**src/rtl/btn_pkg.sv**
```systemverilog
// Shared types and defaults for the push-button conditioning slice:
// channel state encoding, default cycle counts and the counter-width helper.
package btn_pkg;

    typedef enum logic [1:0] {
        IDLE         = 2'd0,
        PRESS_WAIT   = 2'd1,
        HELD         = 2'd2,
        RELEASE_WAIT = 2'd3
    } btn_state_t;

    localparam int DEF_N_BTN           = 5;
    localparam int DEF_DEBOUNCE_CYCLES = 1_000_000;   // 10 ms at 100 MHz
    localparam int DEF_REPEAT_DELAY    = 50_000_000;
    localparam int DEF_REPEAT_PERIOD   = 10_000_000;

    // Width able to hold the largest terminal count (max - 1); never below 1 bit.
    function automatic int cnt_width(input int a, input int b, input int c);
        int m;
        m = a;
        if (b > m) m = b;
        if (c > m) m = c;
        return (m < 2) ? 1 : $clog2(m);
    endfunction

endpackage

```
**src/rtl/btn_debounce_ch.sv**
```systemverilog
// One button channel: 2-flop synchroniser, debounce FSM with saturating counter,
// registered level and one-clock press/release pulses. Auto-repeat when AUTO_REPEAT_EN is defined.
module btn_debounce_ch
    import btn_pkg::*;
#(
    parameter int DEBOUNCE_CYCLES = DEF_DEBOUNCE_CYCLES,
    parameter int REPEAT_DELAY    = DEF_REPEAT_DELAY,
    parameter int REPEAT_PERIOD   = DEF_REPEAT_PERIOD
) (
    input  logic clk,
    input  logic rst,
    input  logic btn_raw,
    output logic btn_level,
    output logic btn_press,
    output logic btn_release
);

    localparam int             CW      = cnt_width(DEBOUNCE_CYCLES, REPEAT_DELAY, REPEAT_PERIOD);
    localparam logic [CW-1:0]  DB_LAST = CW'(DEBOUNCE_CYCLES - 1);

    logic [1:0]    sync_reg;
    logic          btn_sync;
    btn_state_t    state_reg, state_next;
    logic [CW-1:0] cnt_reg, cnt_next;
    logic          level_reg, level_next;
    logic          press_reg, press_next;
    logic          release_reg, release_next;
    logic          repeat_fire;

    assign btn_sync = sync_reg[1];

    always_ff @(posedge clk) begin
        if (rst) begin
            sync_reg    <= 2'b00;
            state_reg   <= IDLE;
            cnt_reg     <= '0;
            level_reg   <= 1'b0;
            press_reg   <= 1'b0;
            release_reg <= 1'b0;
        end else begin
            sync_reg    <= {sync_reg[0], btn_raw};
            state_reg   <= state_next;
            cnt_reg     <= cnt_next;
            level_reg   <= level_next;
            press_reg   <= press_next;
            release_reg <= release_next;
        end
    end

    // The counter leaves its wait state on reaching DB_LAST, so it never wraps.
    always_comb begin
        state_next   = state_reg;
        cnt_next     = cnt_reg;
        level_next   = level_reg;
        press_next   = 1'b0;
        release_next = 1'b0;
        case (state_reg)
            IDLE: begin
                if (btn_sync) begin
                    state_next = PRESS_WAIT;
                    cnt_next   = '0;
                end
            end
            PRESS_WAIT: begin
                if (!btn_sync) begin
                    state_next = IDLE;
                    cnt_next   = '0;
                end else if (cnt_reg == DB_LAST) begin
                    state_next = HELD;
                    level_next = 1'b1;
                    press_next = 1'b1;
                end else begin
                    cnt_next = cnt_reg + CW'(1);
                end
            end
            HELD: begin
                if (!btn_sync) begin
                    state_next = RELEASE_WAIT;
                    cnt_next   = '0;
                end else begin
                    press_next = repeat_fire;
                end
            end
            RELEASE_WAIT: begin
                if (btn_sync) begin
                    state_next = HELD;
                end else if (cnt_reg == DB_LAST) begin
                    state_next   = IDLE;
                    level_next   = 1'b0;
                    release_next = 1'b1;
                end else begin
                    cnt_next = cnt_reg + CW'(1);
                end
            end
            default: begin
                state_next = IDLE;
                cnt_next   = '0;
            end
        endcase
    end

`ifdef AUTO_REPEAT_EN
    localparam logic [CW-1:0] RD_LAST = CW'(REPEAT_DELAY - 1);
    localparam logic [CW-1:0] RP_LAST = CW'(REPEAT_PERIOD - 1);

    logic [CW-1:0] rcnt_reg, rcnt_next;
    logic          rphase_reg, rphase_next;   // 0: waiting first delay, 1: periodic

    always_ff @(posedge clk) begin
        if (rst) begin
            rcnt_reg   <= '0;
            rphase_reg <= 1'b0;
        end else begin
            rcnt_reg   <= rcnt_next;
            rphase_reg <= rphase_next;
        end
    end

    // Cleared outside a hold so it starts from zero at the press edge;
    // RELEASE_WAIT leaves it untouched so a bounce back to HELD resumes it.
    always_comb begin
        rcnt_next   = rcnt_reg;
        rphase_next = rphase_reg;
        repeat_fire = 1'b0;
        case (state_reg)
            IDLE, PRESS_WAIT: begin
                rcnt_next   = '0;
                rphase_next = 1'b0;
            end
            HELD: begin
                if (btn_sync) begin
                    if (rcnt_reg == (rphase_reg ? RP_LAST : RD_LAST)) begin
                        repeat_fire = 1'b1;
                        rcnt_next   = '0;
                        rphase_next = 1'b1;
                    end else begin
                        rcnt_next = rcnt_reg + CW'(1);
                    end
                end
            end
            default: begin
            end
        endcase
    end
`else
    assign repeat_fire = 1'b0;
`endif

    assign btn_level   = level_reg;
    assign btn_press   = press_reg;
    assign btn_release = release_reg;

endmodule

```
**src/rtl/btn_debounce.sv**
```systemverilog
// Push-button conditioner: N_BTN independent debounced channels producing a clean level bus
// and press/release pulses. Define AUTO_REPEAT_EN to get repeated press pulses while held.
module btn_debounce
    import btn_pkg::*;
#(
    parameter int N_BTN           = DEF_N_BTN,
    parameter int DEBOUNCE_CYCLES = DEF_DEBOUNCE_CYCLES,
    parameter int REPEAT_DELAY    = DEF_REPEAT_DELAY,
    parameter int REPEAT_PERIOD   = DEF_REPEAT_PERIOD
) (
    input  logic             clk,
    input  logic             rst,
    input  logic [N_BTN-1:0] btn_raw,
    output logic [N_BTN-1:0] btn_level,
    output logic [N_BTN-1:0] btn_press,
    output logic [N_BTN-1:0] btn_release
);

    generate
        for (genvar gi = 0; gi < N_BTN; gi++) begin : g_ch
            btn_debounce_ch #(
                .DEBOUNCE_CYCLES (DEBOUNCE_CYCLES),
                .REPEAT_DELAY    (REPEAT_DELAY),
                .REPEAT_PERIOD   (REPEAT_PERIOD)
            ) u_ch (
                .clk         (clk),
                .rst         (rst),
                .btn_raw     (btn_raw[gi]),
                .btn_level   (btn_level[gi]),
                .btn_press   (btn_press[gi]),
                .btn_release (btn_release[gi])
            );
        end
    endgenerate

endmodule

```
**config.mk**
```make
export PLATFORM = sky130hd
export DESIGN_NAME = btn_debounce
export DESIGN_NICKNAME = d
export VERILOG_FILES = /design/src/rtl/btn_pkg.sv /design/src/rtl/btn_debounce_ch.sv /design/src/rtl/btn_debounce.sv
export SDC_FILE = /design/constraint.sdc
export NUM_CORES = 1
export LEC_CHECK = 0
export CAP_MARGIN = 20
export CORE_AREA = 4 4 152 154
export CTS_BUF_LIST = sky130_fd_sc_hd__clkbuf_4
export CTS_CLUSTER_SIZE = 40
export DETAILED_ROUTE_END_ITERATION = 16
export DIE_AREA = 0 0 156 158
export GPL_TIMING_DRIVEN = 0
export HOLD_SLACK_MARGIN = 0.03
export PLACE_DENSITY_LB_ADDON = 0.2
export SETUP_SLACK_MARGIN = 0.02
export SYNTH_ARGS = -nofsm -noshare
export SYNTH_HDL_FRONTEND = slang
export SYNTH_SLANG_ARGS = --single-unit
```
**constraint.sdc**
```tcl
create_clock -name clk -period 2.6 [get_ports clk]
set_input_delay 0.39 -clock clk [delete_from_list [all_inputs] [get_ports clk]]
set_output_delay 0.39 -clock clk [all_outputs]
set_load 0.005 [all_outputs]
```
==> results of run 1 <==
==> path summary, 6_finish.rpt <==
path	cells after the start	to	slack, ns	start
worst max-delay path	7	g_ch[4].u_ch.cnt_reg[24]$_SDFFE_PP0P_	0.26	g_ch[4].u_ch.sync_reg[1]$_SDFF_PP0_
worst min-delay path	2	g_ch[0].u_ch.sync_reg[0]$_SDFF_PP0_	0.38	btn_raw[0]
worst max register to register	7	g_ch[4].u_ch.cnt_reg[24]$_SDFFE_PP0P_	0.26	g_ch[4].u_ch.sync_reg[1]$_SDFF_PP0_
worst min register to register	1	g_ch[3].u_ch.sync_reg[1]$_SDFF_PP0_	0.45	g_ch[3].u_ch.sync_reg[0]$_SDFF_PP0_
==> cells in the final DEF, fill, tap and decap left out, types with 27 or more instances in the layout <==
master and count:
nor4_1 27, o31ai_1 28, nor2_1 82, nand4_1 43, nand3_1 54, xor2_1 29
nor3_1 30, dfxtp_1 165, clkbuf_1 32, a21oi_1 69, nand2_1 80, or4_1 28
o21ai_0 51
==> cells by family (layout without fill, tap and decap cells) <==
family                   Yosys count  in the layout  synth area share
AND/OR/NAND/NOR                  496            496             0.327
AO/OA/AOI/OAI                    214            214             0.153
flip-flops                       165            165             0.385
buffers and inverters             93            143            0.0543
XOR/XNOR                          51             51            0.0521
multiplexers                      18             18            0.0217
adder cells (fa/ha/maj)            5              5           0.00730
other                              0              1                 0
==> metrics by stage <==
stage               worst slack (ns)   util  TNS [ns]
floorplan                      0.614      -         0
global placement              0.0297  0.421         0
detailed placement          -0.00446  0.421  -0.00446
CTS                            0.263  0.433         0
global route                  0.0671  0.433         0
finish                         0.265  0.433         0
==> where the power goes <==
part / switching, mW / internal (mW) / total, mW
registers: 0.0199 / 2.55 / 2.57
logic: 0.173 / 0.0883 / 0.261
clock network: 0.882 / 0.637 / 1.52
==> worst reg2reg max path: stages, from the launching register on <==
cell	delay [ns]
dfxtp_1	0.32
buf_2	0.17
or2_2	0.34
o21ai_1	0.53
buf_2	0.34
buf_2	0.30
nand2_1	0.11
a31oi_1	0.17
==> per-layer routing <==
layer	vias up	wire, um
li1	3955	-
met1	3699	11100
met2	181	9230
met3	10	923
met4	0	131
met5	-	0
==> cell type report <==
type / instances / area [um2] / share of cell area
plain buffers: 69 / 375 / 0.0399
clock inverters: 13 / 141 / 0.0150
multi-input cells: 784 / 4810 / 0.512
repair buffers: 20 / 200 / 0.0213
inverters: 24 / 90.1 / 0.00959
flip-flops and latches: 165 / 3300 / 0.351
diodes: 1 / 2.50 / 0.000266
well taps: 280 / 350 / 0.0373
clock buffers: 17 / 128 / 0.0136
==> reports/results.ini, run 1 <==
[grt]
globalRouteMet3Util=0.0364
grtUsageMet2=0.265
antenna_found_initial=1
grt.total_usage=0.177
grt_pass1_wl_mm=36.3
overflow=0
grt_pass1_vias=7190
top_usage_layer=met2
grt_start_max_net_pins=17
grt_util_met1=0.261

[routing]
post-route-drc-count=0
num_vias=7845
wire_per_inst_um=15.6
vias_per_cell=5.71
routed_wl_mm=21.4
drtIter0Drc=628
ant_nets=0
drt-pass1-iter-count=5

[synthesis]
avgSynthCellArea_um2=8.23
syn_area_um2=8580
seq_area_frac_synth=0.385
synth_fp_nets=1054
ys_warn_count=0
netlist_instances=1042
ys_types=64
synth.most_common_cell=dfxtp_1
synth_area_leaders=dfxtp_1 (39%), a21oi_1 (4.0%), nor2_1 (3.6%)
netlist.area_leader.share=0.385
yosys-top-cells-count=dfxtp_1 (165), nor2_1 (82), nand2_1 (80)
synth_ff_type=dfxtp_1
yosys.area.top_type=dfxtp_1
synth_edf_count=0
synth_seq_cells=165
async_reset_ff_frac=0

[die]
die-area_um2=24600
io_pins=22
row_count=54
coreArea_um2=21700
start_util=0.395
dieWidth_um=156
dieHeight_um=158

[sta]
maxSlewViolCount=0
skew_ns=0.0198
min_period_ns=2.34
post-route-period-util=0.898
max_freq_ghz=0.428
hold_viol_final=0
relSlewSlack=0.396
setup_viol=0
worst_pin_slew_ns=0.894
rsz0062_at_grt=false
whs_ns=0.379

[critical_path]
critical_path.max_stage_delay_ns=0.53
crit_fanout=10
critical_path_arrival_ns=2.82
critPathBufInv=3
cpMaxStageDelayCell=o21ai_1
end_kind=flop
cpLargestDelayFamily=buffers and inverters
crit_chain=buf_2, or2_2, o21ai_1, buf_2, buf_2, nand2_1, a31oi_1
cpMostUsedCell=buf_2
critPathLaunchType=flop
worst_ep_required_time_ns=3.09
crit_type=reg2reg

[clock_tree]
cts_buffer_depth=2
htree_levels=4
post_cts_resized=0
clockRootBuffer=clkbuf_4
ctsHoldBuffers=0
post_cts_buffers=0
cts_tree=built
insertion_delay_ns=0.56
path_clk_slew_ns=0.12
clkSinkCount=165
numCtsBuffers=17

[flow_run]
max_cap_viol_count=0

[worst_hold_path]
hold_path_class=in2reg

[layout]
largest_reg_flops=130
stdcell_count=1373
drive_above_1_share=0.0742
design_area_um2=9400
fill_cells=2166
syn2layout_area_growth_pct=9.59
fin_nets=1093

[power]
leakage_nw=3.02
peakVddDrop_v=0.000243
p_per_area_nw_per_um2=463
design_power_total_mw=4.35

[status]
outcome=completed

[place]
gp_congestion=0.880
placed_area_um2=9130
dp.cells=1342
port_buffers=20
place_hpwl_mm=15.1

Power figures use the tool's default switching activity.
==> run 2, diff against run 1 <==
CORE_AREA = 2 2 119 121   (was 4 4 152 154)
DIE_AREA = 0 0 121 123   (was 0 0 156 158)
==> run 2 against run 1 <==
- clock power fell by 8%
- core utilization rose by 25 points
- non-clock buffer count unchanged
- count of clock-buffer cells in the layout rose by 3
==> reports/results.ini, run 2 (synthesis results as in run 1) <==
[routing]
routed_wl_mm=19.9
post-route-drc-count=0
vias_per_cell=6.27
drtIter0Drc=672
ant_nets=0
num_vias=8000
wire_per_inst_um=15.6
drt-pass1-iter-count=5

[power]
design_power_total_mw=4.23
peakVddDrop_v=0.000421
leakage_nw=3.01
p_per_area_nw_per_um2=457

[worst_hold_path]
hp-start=btn_raw[0]
hold_depth=2
hold_path_class=in2reg
holdPathEnd=g_ch[0].u_ch.sync_reg[0]$_SDFF_PP0_

[critical_path]
cpMostUsedCell=buf_2
crit_fanout=10
end_kind=flop
critical_path_arrival_ns=2.86
worst_ep_required_time_ns=3.10
crit_type=reg2reg
r2r_end=g_ch[4].u_ch.cnt_reg[24]$_SDFFE_PP0P_
critPathLaunchType=flop
r2r_slack_ns=0.24
rr_startpoint=g_ch[4].u_ch.sync_reg[1]$_SDFF_PP0_
crit_chain=buf_2, or2_2, o21ai_1, buf_2, buf_2, nand2_1, a31oi_1
critical_path.max_stage_delay_ns=0.51
cpMaxStageDelayCell=o21ai_1
reg2regPathDepth=7

[clock_tree]
cts_tree=built
path_clk_slew_ns=0.13
clockRootBuffer=clkbuf_4
numCtsBuffers=17
clkSinkCount=165
post_cts_buffers=0
htree_levels=4
cts_buffer_depth=2
insertion_delay_ns=0.58

[grt]
overflow=0
top_usage_layer=met2
grtUsageMet2=0.443
globalRouteMet3Util=0.0650
grt_pass1_wl_mm=33.5
antenna_found_initial=1
grt.total_usage=0.276
grt_pass1_vias=7161
grt_start_max_net_pins=17
grt_util_met1=0.375

[die]
die-area_um2=14900
row_count=43
coreArea_um2=13600
dieHeight_um=123
io_pins=22
start_util=0.630
dieWidth_um=121

[sta]
skew_ns=0.0176
worst_pin_slew_ns=0.948
relSlewSlack=0.359
maxSlewViolCount=0
post-route-period-util=0.906
rsz0062_at_grt=false
max_freq_ghz=0.424
min_period_ns=2.36
worst_slack_ns=0.244
tns_ns=0
setup_viol=0
hold_viol_final=0

[flow_run]
max_cap_viol_count=0

[layout]
multiInputGateArea_um2=4810
fin_nets=1093
fill_cells=1170
seq_area_um2=3300
syn2layout_area_growth_pct=8.00
final_cell_mix=dfxtp_1 (165), nor2_1 (82), nand2_1 (80), a21oi_1 (69), nand3_1 (54)
largest_reg_flops=130
final_common_cell=dfxtp_1
drive_above_1_share=0.0786

[place]
port_buffers=20
preCtsSetupSlack_ns=0.138
gp_congestion=0.930
place_hpwl_mm=14.2

[status]
outcome=completed

[run 2: per-layer routing]
metal | part of all wire | vias to the layer above
met4 | 0.012 | 0
met2 | 0.46 | 257
li1 | - | 3959
met3 | 0.059 | 25
met1 | 0.47 | 3759
met5 | 0 | -
[run 2: worst max-delay path, delay by kind of cell, from the launching register on]
| family | cells | cell delay (ns) |
|---|---|---|
| buffers and inverters | 3 | 0.82 |
| AO/OA/AOI/OAI | 2 | 0.69 |
| flip-flops | 1 | 0.32 |
| AND/OR/NAND/NOR | 2 | 0.45 |
[run 2: layout make-up]
class,count,share of cell area
diodes,1,0.000270
plain buffers,69,0.0407
clock buffers,20,0.0162
clock inverters,12,0.0115
inverters,24,0.00973
multi-input cells,784,0.519
flip-flops and latches,165,0.357
well taps,180,0.0243
repair buffers,20,0.0216
[run 2: repair_timing]
action | in CTS | in global routing
hold buffers | 0 | 0
resized for setup | 0 | 2
setup endpoints to repair | 0 | 10
[run 2: power by group]
part           switching (mW)  internal, mW
clock                   0.901         0.500
combinational           0.167        0.0885
sequential             0.0188          2.55
[run 2: how the worst max path moves through the flow]
stage / startpoint / to / slack [ns]
floorplan: g_ch[4].u_ch.cnt_reg[10]$_SDFFE_PP0P_ / g_ch[4].u_ch.cnt_reg[16]$_SDFFE_PP0P_ / 0.61
CTS: g_ch[4].u_ch.sync_reg[1]$_SDFF_PP0_ / g_ch[4].u_ch.cnt_reg[20]$_SDFFE_PP0P_ / 0.29
detailed placement: rst / g_ch[0].u_ch.btn_press$_SDFF_PP0_ / 0.14
finish: g_ch[4].u_ch.sync_reg[1]$_SDFF_PP0_ / g_ch[4].u_ch.cnt_reg[24]$_SDFFE_PP0P_ / 0.24
global placement: rst / g_ch[0].u_ch.btn_press$_SDFF_PP0_ / 0.16
global route: g_ch[1].u_ch.cnt_reg[6]$_SDFFE_PP0P_ / g_ch[1].u_ch.cnt_reg[9]$_SDFFE_PP0P_ / 0.09
[run 2: metrics by stage]
stage / cells / area, um2 / hold slack (ns) / utilization
finish: 1275 / 9260 / 0.348 / 0.680
floorplan: 1042 / 8580 / 0.414 / -
global route: 1275 / 9260 / 0.309 / 0.680
global placement: 1242 / 9000 / 0.417 / 0.661
CTS: 1274 / 9260 / 0.317 / 0.680
detailed placement: 1242 / 9000 / 0.431 / 0.661
==> run 3, diff against run 2 <==
ABC_CLOCK_PERIOD_IN_PS = 2600   (was default)
PLACE_DENSITY = 0.77   (was default)
PLACE_DENSITY_LB_ADDON = default   (was 0.2)
==> run 3 against run 2 <==
- sequential power is essentially flat
- flip-flop and latch count is the same
- first-iteration DRC count fell by 16%
- routed wire length is 2.8% lower
- final area barely moved
- clock power about the same
- setup slack better by 0.079 ns
- cell count shrank 0.16%
- die area is the same
- core utilization is essentially flat
- highest routed layer unchanged
==> reports/results.ini, run 3 (synthesis results as in run 1) <==
[routing]
drtIter0Drc=564
num_vias=7922
routed_wl_mm=19.4
wire_per_inst_um=15.2
vias_per_cell=6.22
post-route-drc-count=0
ant_nets=0
drt-pass1-iter-count=5

[die]
coreArea_um2=13600
die-area_um2=14900
start_util=0.630
dieHeight_um=123
dieWidth_um=121
io_pins=22
row_count=43

[clock_tree]
insertion_delay_ns=0.56
numCtsBuffers=17
htree_levels=4
cts_tree=built
clockRootBuffer=clkbuf_4
ctsHoldBuffers=0
path_clk_slew_ns=0.14
post_cts_buffers=0
cts_buffer_depth=2
clkSinkCount=165

[sta]
post-route-period-util=0.876
skew_ns=0.0204
min_period_ns=2.28
maxSlewViolCount=0
hold_viol_final=0
relSlewSlack=0.365
setup_viol=0
worst_pin_slew_ns=0.940
rsz0062_at_grt=false
tns_ns=0
max_freq_ghz=0.439

[layout]
final_common_cell=dfxtp_1
fill_cells=1129
syn2layout_area_growth_pct=7.98
design_area_um2=9260
largest_reg_flops=130
fin_nets=1093
final_cell_mix=dfxtp_1 (165), nor2_1 (82), nand2_1 (80), a21oi_1 (69), nand3_1 (54)
diodes=0
drive_above_1_share=0.0778

[status]
outcome=completed

[critical_path]
crit_fanout=10
crit_type=reg2reg
critical_path_arrival_ns=2.73
worst_ep_required_time_ns=3.05
critPathLaunchType=flop
end_kind=flop

[worst_hold_path]
hold_path_class=in2reg

[grt]
grt_pass1_vias=6729
grt_start_max_net_pins=17
grt.total_usage=0.266
overflow=0
antenna_found_initial=0
grt_pass1_wl_mm=32.3

[place]
gp_congestion=0.905
placed_area_um2=9000
port_buffers=20
place_hpwl_mm=13.9

[power]
p_per_area_nw_per_um2=457
leakage_nw=3.01
peakVddDrop_v=0.000539

[flow_run]
max_cap_viol_count=0

## run 3: cell types whose count changed in the layout (fill, tap and decap cells not counted), sizes merged
cell and delta:
clkbuf -3, inv +2, clkinv +2, diode -1, clkinvlp -2
## run 3: routing by layer
metal	up-vias	routed length (um)	track usage
met4	0	184	0.0574
met2	228	8690	0.415
met1	3726	9320	0.380
li1	3947	-	-
met5	-	0	0
met3	21	1170	0.0544
## run 3: cell type report
| cell class | instances | area (um2) | area share |
|---|---|---|---|
| Multi-Input combinational cell | 784 | 4810 | 0.519 |
| Sequential cell | 165 | 3300 | 0.357 |
| Buffer | 69 | 377 | 0.0407 |
| Tap cell | 180 | 225 | 0.0243 |
| Timing Repair Buffer | 20 | 200 | 0.0216 |
| Clock inverter | 14 | 130 | 0.0141 |
| Clock buffer | 17 | 128 | 0.0138 |
| Inverter | 24 | 90.1 | 0.00973 |
## run 3: power breakdown
group	internal, mW	switching, mW	leakage [nW]
clock network	0.477	0.934	0.128
logic	0.0884	0.162	1.55
registers	2.55	0.0203	1.33
## run 3: worst max-delay path, stage by stage, from the launching register on
cell	delay (ns)
dfxtp_1	0.32
clkbuf_1	0.19
nor4b_1	0.45
nand4_1	0.30
o21ai_1	0.42
buf_2	0.28
nor4_1	0.06
o21bai_1	0.16
## run 3: path summary, 6_finish.rpt
path                                                           start                              endpoint  slack, ns  depth (start not counted)
worst max-delay path            g_ch[1].u_ch.cnt_reg[6]$_SDFFE_PP0P_  g_ch[1].u_ch.cnt_reg[6]$_SDFFE_PP0P_       0.32                          7
worst min register to register   g_ch[1].u_ch.sync_reg[0]$_SDFF_PP0_   g_ch[1].u_ch.sync_reg[1]$_SDFF_PP0_       0.46                          1
worst max register to register  g_ch[1].u_ch.cnt_reg[6]$_SDFFE_PP0P_  g_ch[1].u_ch.cnt_reg[6]$_SDFFE_PP0P_       0.32                          7
worst min-delay path                                      btn_raw[4]   g_ch[4].u_ch.sync_reg[0]$_SDFF_PP0_       0.37                          2
## run 3: per-stage QoR
step / hold slack (ns) / setup WS, ns / std cells / utilization / total power [mW]
after floorplan: 0.414 / 0.614 / 1042 / - / 2.79
after global placement: 0.416 / 0.0487 / 1242 / 0.661 / 2.88
after detailed placement: 0.433 / 0.0455 / 1242 / 0.661 / 2.88
after CTS: 0.334 / 0.321 / 1273 / 0.680 / 4.26
after global routing: 0.342 / 0.0692 / 1273 / 0.680 / 4.39
final: 0.371 / 0.323 / 1273 / 0.680 / 4.23
## run 3: what timing repair did
action / CTS / global route
hold endpoints to repair: 0 / 0
endpoints found under the setup margin: 0 / 4
resized for setup: 0 / 2
==> patch: new RTL, settings of run 1 <==
Add a define of `AUTO_REPEAT_EN`.
--- a/src/rtl/btn_debounce_ch.sv
+++ b/src/rtl/btn_debounce_ch.sv
@@ -1,4 +1,6 @@
 // One button channel: 2-flop synchroniser, debounce FSM with saturating counter,
 // registered level and one-clock press/release pulses. Auto-repeat when AUTO_REPEAT_EN is defined.
+`define AUTO_REPEAT_EN
+
 module btn_debounce_ch
     import btn_pkg::*;
Behaviour: same outputs for any inputs over 4 cycles, from zero or initial values and one cycle with rst high; that may be too few to reach the edited logic, so the function may still have changed.
==> patch against run 1 <==
The flow now finishes with violations (negative setup slack); fmax shrank 12%; setup slack worse by 0.33 ns; synthesized area increased by 79%; design area up 81%; clock skew is 0.015 ns higher; sequential cell count is 135 higher; total power increased by 130%; utilization is 35 points higher; wire length grew 75%.
==> patch: results (changes against run 1) <==
- Vias in the first global route: 13,700 (+90%)
- Crit path from: rst
- Drt first pass iters: 5 (unchanged)
- Share of layout cells above drive strength 1: 0.113 (+0.0392)
- DP Wirelength: 25,300 µm (+67%)
- Max incr delay on CP: 0.74 ns (+0.21 ns)
- TritonCTS Buffers: 77 (+60)
- Worst-Skew Late Latency: 0.70 ns (+0.14 ns)
- Origin of the critical flop-to-flop path: g_ch[1].u_ch.rcnt_reg[0]$_SDFFE_PP0P_
- Switching share of power: 0.290 (+0.0437)
- Synth Net Count: 1,870 (+77%)
- Clock transition at path regs: 0.06 ns (-0.06 ns)
- Clk pwr: 3.92 mW (+160%)
- DP Worst Slack: -0.524 ns (-0.520 ns)
- Netlist cell types: 77 (+20%)
- Final hold slack: 0.295 ns (-0.0843 ns)
- Hold depth: 2 (unchanged)
- Port bufs: 20 (unchanged)
- Crit-path max FO: 10 (unchanged)
- Setup TNS: -0.0699 ns (-0.0699 ns)
- Clock Path Buffers: 3 (+1)
- Internal power: 7.08 mW (+120%)
- Violated checks: negative setup slack
- Outcome: finished, violations left
- Pin count of the biggest net entering global routing: 11 (-6)
- RR Endpoint: g_ch[1].u_ch.rcnt_reg[12]$_SDFFE_PP0P_
- Reg2reg path depth: 8 (+1)
- VDD IR max: 0.000376 V (+55%)
- Setup Viol. Count Final: 2 (+2)
- CP Capture Point: g_ch[1].u_ch.btn_release$_SDFF_PP0_
- Initial DRC Count: 1,114 (+77%)
- Hold Path End: g_ch[1].u_ch.sync_reg[0]$_SDFF_PP0_
- First-pass GRT wire length: 62,100 µm (+71%)
- Skew final: 0.0353 ns (+0.0154 ns)
- Leak pwr: 5.45 nW (+80%)
- Arrival @ worst endpoint: 3.15 ns (+0.33 ns)
- Flop2flop setup slack: 0.17 ns (-0.09 ns)
- GR Util All Layers: 0.294 (+0.117)
- Hold_sp: btn_raw[1]
- Worst Max-Slew Pin Slew: 0.970 ns (+0.0756 ns)
- Combinational cell fraction of total power: 0.129 (+0.069)
- Final Wtd Congestion: 0.905 (+2.8%)
- Post-synth top cells: dfxtp_1, nor2_1, nand2_1
- WL per Instance: 16.4 µm (+5.6%)
- Final #Nets: 1,977 (+81%)
- Critical path's slowest cell: clkbuf_1
- Most area-consuming cells after synthesis: dfxtp_1, xor2_1, a21oi_1
- H-tree depth: 3 (-1)
- Final WS setup: -0.0624 ns (-0.327 ns)
- Sequential share of the synthesized area: 0.392 (+0.00637)
- Via density: 6.42 (+12%)
==> patch: cell count changes in the layout (fill, tap and decap cells not counted), moves of 25 or more <==
cell and change:
inv_1 +29, xor2_1 +69, nand3_1 +50, a21oi_1 +43
nor2_1 +61, clkbuf_4 +92, ha_1 +25, nand4_1 +34
nand2_1 +48, nor3_1 +63, dfxtp_1 +132
==> patch: kinds of logic (layout without fill, tap and decap cells) <==
| family | after synthesis | in the layout | share of synthesized area |
|---|---|---|---|
| compound gates | 349 | 349 | 0.146 |
| xor+xnor | 138 | 138 | 0.0788 |
| fa+ha+maj | 30 | 30 | 0.0245 |
| buf+inv | 151 | 312 | 0.0435 |
| flops | 300 | 300 | 0.392 |
| mux | 15 | 15 | 0.00979 |
| other cells | 0 | 1 | 0 |
| simple gates | 850 | 850 | 0.305 |
==> patch: layout make-up <==
type,count,area (µm²)
Inverter,52,195
Buffer,97,487
Fill cell,1570,4660
Tap cell,280,350
Clock inverter,26,128
Clock buffer,107,803
Timing Repair Buffer,30,275
Antenna cell,1,2.50
Multi-Input combinational cell,1382,8780
Sequential cell,300,6010
==> patch: metal layers <==
metal	GRT usage	wire, µm
met2	0.498	18000
met5	0	0
met3	0.0476	2270
met4	0.115	1100
met1	0.379	16000
==> patch: stage by stage <==
step                      area (µm²)  instances
after floorplan                15300       1833
after global placement         15900       2133
after detailed placement       15900       2133
after CTS                      16900       2270
after global routing           17000       2275
final                          17000       2275
==> patch: what timing repair did <==
action                     CTS  global route
setup endpoints to repair   64           190
hold buffers                 0             0
buffers inserted             4             6
pin swaps                    2             6
resized for setup           11            46
